==> src/rtl/sram_wb_arbiter.sv <==
// Two-master Wishbone arbiter in front of a single-port SRAM wrapper.
// Holds a grant for a whole cycle, caps hold time under contention, round-robin on ties.
module sram_wb_arbiter #(
  parameter int MAX_BEATS = 8
) (
  input  logic        clk_i,
  input  logic        rst_i,
  // instruction-fetch master
  input  logic        m0_cyc_i,
  input  logic        m0_stb_i,
  input  logic        m0_we_i,
  input  logic [31:0] m0_adr_i,
  input  logic [3:0]  m0_sel_i,
  input  logic [31:0] m0_dat_i,
  output logic [31:0] m0_dat_o,
  output logic        m0_ack_o,
  // data master
  input  logic        m1_cyc_i,
  input  logic        m1_stb_i,
  input  logic        m1_we_i,
  input  logic [31:0] m1_adr_i,
  input  logic [3:0]  m1_sel_i,
  input  logic [31:0] m1_dat_i,
  output logic [31:0] m1_dat_o,
  output logic        m1_ack_o,
  // SRAM wrapper slave port
  output logic        s_cyc_o,
  output logic        s_stb_o,
  output logic        s_we_o,
  output logic [31:0] s_adr_o,
  output logic [3:0]  s_sel_o,
  output logic [31:0] s_dat_o,
  input  logic [31:0] s_dat_i,
  input  logic        s_ack_i,
  output logic [1:0]  gnt_o
);

  localparam int CW = $clog2(MAX_BEATS + 1);
  localparam logic [CW-1:0] BEAT_MAX  = CW'(MAX_BEATS);
  localparam logic [CW-1:0] BEAT_LAST = CW'(MAX_BEATS - 1);

  // State encoding doubles as the one-hot grant vector.
  typedef enum logic [1:0] {
    IDLE = 2'b00,
    GNT0 = 2'b01,
    GNT1 = 2'b10
  } state_t;

  state_t        state, state_nxt;
  logic          last_gnt;  // 0: M0 was granted last, 1: M1
  logic [CW-1:0] beat_cnt;
  logic          m0_req, m1_req;

  assign m0_req = m0_cyc_i & m0_stb_i;
  assign m1_req = m1_cyc_i & m1_stb_i;

  // NOTE: sequential state uses non-blocking assignments; the async reset makes the
  // grant (and every slave-side output derived from it) drop without waiting for an edge.
  always_ff @(posedge clk_i or posedge rst_i) begin
    if (rst_i) begin
      state    <= IDLE;
      last_gnt <= 1'b1;
      beat_cnt <= '0;
    end else begin
      state <= state_nxt;
      if (state == IDLE && state_nxt != IDLE) begin
        last_gnt <= (state_nxt == GNT1);
        beat_cnt <= '0;
      end else if (state != IDLE && s_ack_i && beat_cnt != BEAT_MAX) begin
        beat_cnt <= beat_cnt + 1'b1;
      end
    end
  end

  // Forced release only on an ack, so a beat is never split.
  always_comb begin
    state_nxt = state;
    case (state)
      IDLE: begin
        if (m0_req && (!m1_req || last_gnt)) state_nxt = GNT0;
        else if (m1_req)                     state_nxt = GNT1;
      end
      GNT0: begin
        if (!m0_cyc_i || (s_ack_i && m1_req && beat_cnt >= BEAT_LAST)) state_nxt = IDLE;
      end
      GNT1: begin
        if (!m1_cyc_i || (s_ack_i && m0_req && beat_cnt >= BEAT_LAST)) state_nxt = IDLE;
      end
      default: state_nxt = IDLE;
    endcase
  end

  // NOTE: every output gets a default first, so no path through the case infers a latch.
  always_comb begin
    s_cyc_o  = 1'b0;
    s_stb_o  = 1'b0;
    s_we_o   = 1'b0;
    s_adr_o  = '0;
    s_sel_o  = '0;
    s_dat_o  = '0;
    m0_ack_o = 1'b0;
    m1_ack_o = 1'b0;
    case (state)
      GNT0: begin
        s_cyc_o  = m0_cyc_i;
        s_stb_o  = m0_stb_i;
        s_we_o   = m0_we_i;
        s_adr_o  = m0_adr_i;
        s_sel_o  = m0_sel_i;
        s_dat_o  = m0_dat_i;
        m0_ack_o = s_ack_i;
      end
      GNT1: begin
        s_cyc_o  = m1_cyc_i;
        s_stb_o  = m1_stb_i;
        s_we_o   = m1_we_i;
        s_adr_o  = m1_adr_i;
        s_sel_o  = m1_sel_i;
        s_dat_o  = m1_dat_i;
        m1_ack_o = s_ack_i;
      end
      default: ;
    endcase
  end

  // Read data is broadcast; only the ack qualifies it.
  assign m0_dat_o = s_dat_i;
  assign m1_dat_o = s_dat_i;
  assign gnt_o    = state;

endmodule

==> config.mk <==
export PLATFORM = sky130hd
export DESIGN_NAME = sram_wb_arbiter
export DESIGN_NICKNAME = d
export VERILOG_FILES = /design/src/rtl/sram_wb_arbiter.sv
export SDC_FILE = /design/constraint.sdc
export NUM_CORES = 1
export LEC_CHECK = 0
export CAP_MARGIN = 20
export CORE_AREA = 2 2 123 125
export CTS_CLUSTER_SIZE = 10
export DETAILED_ROUTE_END_ITERATION = 7
export DIE_AREA = 0 0 125 127
export GPL_TIMING_DRIVEN = 1
export PLACE_DENSITY_LB_ADDON = 0.15
export SYNTH_ARGS = -nofsm -noshare
export SYNTH_HDL_FRONTEND = slang
export SYNTH_SLANG_ARGS = --single-unit
==> constraint.sdc <==
create_clock -name clk_i -period 1.7 [get_ports clk_i]
set_input_delay 0.51 -clock clk_i [delete_from_list [all_inputs] [get_ports clk_i]]
set_output_delay 0.51 -clock clk_i [all_outputs]
set_load 0.1 [all_outputs]
==> results.cfg <==
[outcome]
outcome = finished, violations left
violations_in_the_final_reports = negative setup slack

[drt]
drcViolationCount = 0
drt-initial-drc-count = 54
route.detailed.wl_per_inst_um = 17.8
avgViaCountPerCell = 4.36
antenna_left = 0
routed_wirelength_um = 11500
drt_first_pass_iters = 4
routed-via-count = 2823

[clocking]
clk_pin_slew_worst_paths_ns = 0.03
cts.sink_count = 7
cts_buf_count = 3
cts-root-to-sink-buffers = 2
ctsHtreeMaxLevel = 1
clk-insertion-delay-late_ns = 0.23
root_buffer = sky130_fd_sc_hd__clkbuf_16
cts_tree = built

[critical_path]
r2r_cells = 9
largest_fanout_on_the_critical_path = 13
path_class = reg2out
timing.critical_path.arrival_ns = 1.73
critical_path.endpoint_type = output pin
crit_path_launch_type = register
r2r-start = gnt_o[0]$_DFF_PP0_
critical_path.reg2reg.endpoint = last_gnt$_DFFE_PP1P_
register_to_register_setup_slack_ns = -0.37
worst_endpoint_required_time_ns = 1.19

[power]
swShare_pct = 52.9
power.share.sequential_pct = 2.6
power_density_mw_per_mm2 = 1890
power.share.combinational_pct = 94.1
static-leakage-power_nw = 2.25
power.switching_mw = 6.33
p_clk_share_pct = 3.3
vdd_ir_drop_max_mv = 0.591
cell_internal_pwr_mw = 5.64

[yosys]
synth_cell_count_leaders = sky130_fd_sc_hd__nor2b_1 (72), sky130_fd_sc_hd__a22oi_1 (70), sky130_fd_sc_hd__buf_4 (64), sky130_fd_sc_hd__clkbuf_1 (13), sky130_fd_sc_hd__buf_1 (8)
synth_area_per_cell_um2 = 7.30
synth_compound_area_share_pct = 31.8
synth_cell_types = 35
synth_largest_type_area_fraction_pct = 25.1
synthMuxAreaShare_pct = 0.478
yosys-top-cells-area = sky130_fd_sc_hd__a22oi_1 (25%), sky130_fd_sc_hd__buf_4 (23%), sky130_fd_sc_hd__nor2b_1 (22%)
synth_adder_area_share_pct = 3.58
postSynthRegisterBits = 7
synthSimpleGateAreaFrac_pct = 26.3
synth_nets = 470
yosys_warnings = 0
synth_top_family_by_area = compound AO/OA/AOI/OAI gates
leading_area_contributor_after_synthesis = sky130_fd_sc_hd__a22oi_1
synth_most_common_cell = sky130_fd_sc_hd__nor2b_1
ys_async_sr_fraction_pct = 100
synth_cells = 287
dominantRegCellSynth = sky130_fd_sc_hd__dfrtp_1
synth_enable_flop_cells = 0
synth-xor-area-share_pct = 0.836
synth.yosys.seq_area_share_pct = 8.42
syn-cell-area_mm2 = 0.00209

[timing]
finalSetupTns_ns = -38.08
timing.max_slew.rel_slack_pct = 70.5
final-hold-violation-count = 0
fmax_achieved_mhz = 446
finalHoldWorstSlack_ns = 0.522
timing_max_transition_violations_final = 0
setup_repair_after_global_routing_missed_its_margin = true
final_critical_path_setup_slack_ns = -0.541
report.final.setup_viol = 80
final_min_period_over_clock_period_pct = 132
min_tclk_post_route_ns = 2.24
worst_slew_pin_slew_ns = 0.441
worst_clock_skew_ns = 0.000774

[min_path]
min_path_type = in2async

[final_layout]
final_cell_count_no_fill = 647
post_route_cells_drive_above_1_share_pct = 59.6
layout-area-overhead-vs-synth_pct = 203
antenna_cells = 0
fillers = 1346
nets = 647
layout.area.seq_um2 = 184
multi_input_comb_area_mm2 = 0.00226

[floorplanning]
floorplan.die.height_um = 127
core_area_mm2 = 0.0144
die_w_um = 125
initial_utilization_pct = 14.5
dieArea_mm2 = 0.0159
io_pins = 316
placement_rows = 44

[flow_run]
max_cap_violations = 0

[global_routing]
antenna_found_initial = 0
grt_start_max_net_pins = 28
global_route.overflow_total = 0
grt_use_total_pct = 12.8
first_pass_grt_wire_length_um = 16600
via_count_of_the_first_global_routing_pass = 2910

[placed_design]
post-place-cells = 623
hpwl_um = 8610
gp_congestion = 0.787
placement.io_buffers = 219
layout by cell type, fill, tap and decap left out, drive strengths merged, types with 2 or more instances in the layout:
cell type,instances
dfrtp,6
nor2,5
nor2b,72
and2,4
clkdlybuf4s50,144
a211oi,3
buf,109
clkbuf,10
a21oi,5
ha,6
o21ai,2
a22oi,71
nand2,6
inv,6
per-layer routing:
metal	wire length (um)	part of all wire [%]	GRT usage, %
met5	0	0	0
met4	330	2.9	4.12
met3	932	8.1	3.02
met2	6160	54	24.4
met1	4080	35	14.0
through the flow:
step	instance area [um2]	total power [mW]	utilization [%]	worst slack [ns]
global placement	5540	10.4	38.4	-0.357
detailed placement	5540	10.4	38.4	-0.381
global route	6340	12.5	44.0	-0.582
finish	6340	12.0	44.0	-0.541
CTS	5990	11.4	41.5	-0.557
floorplan	2800	7.81	-	-0.786
worst max-delay path, cell delays in order, from the launching register on:
cell	delay, ns
sky130_fd_sc_hd__dfrtp_4	0.50
sky130_fd_sc_hd__ha_4	0.20
sky130_fd_sc_hd__buf_12	0.14
sky130_fd_sc_hd__buf_12	0.15
sky130_fd_sc_hd__a22oi_1	0.26
sky130_fd_sc_hd__nor2b_4	0.07
sky130_fd_sc_hd__buf_12	0.17
what timing repair did:
action | CTS | global route
cloned | 1 | 8
hold buffers | 0 | 0
pin swaps | 5 | 6
setup endpoints to repair | 80 | 80
gates resized for setup | 57 | 33
buffers inserted | 6 | 6
power groups by stage:
stage	clock network (mW)	registers [mW]	logic, mW
finish	0.394	0.311	11.3
global route	0.417	0.317	11.7
detailed placement	0	0.313	10.1
floorplan	0	0.444	7.37
CTS	0.404	0.312	10.7
global placement	0	0.308	10.1
flip-flops by register name (all words and copies together), names as in the netlist:
register	count
gnt_o	2
last_gnt	1
beat_cnt	4
worst max path at each step:
stage | startpoint | to | slack [ns] | depth (start not counted)
final | gnt_o[0]$_DFF_PP0_ | s_dat_o[19] | -0.54 | 6
after global routing | gnt_o[1]$_DFF_PP0_ | s_cyc_o | -0.58 | 7
after CTS | gnt_o[1]$_DFF_PP0_ | s_dat_o[14] | -0.56 | 7
after detailed placement | m1_cyc_i | beat_cnt[2]$_DFFE_PP0P_ | -0.38 | 6
after global placement | m0_cyc_i | beat_cnt[0]$_DFFE_PP0P_ | -0.36 | 6
after floorplan | gnt_o[1]$_DFF_PP0_ | s_dat_o[15] | -0.79 | 6
layout make-up:
type	count	share of cell area, %
multi-input cells	187	35.6
flip-flops and latches	7	2.90
inverters	6	0.434
well taps	184	3.63
repair buffers	259	56.2
clock buffers	4	1.24
logic make-up (layout without fill, tap and decap cells):
group / count (synthesis) / in the layout
compound gates: 86 / 86
xor+xnor: 2 / 2
fa+ha+maj: 6 / 6
buf+inv: 93 / 269
flops: 7 / 7
mux: 1 / 1
simple gates: 92 / 92
No activity file was read; power rests on OpenSTA's default activity.
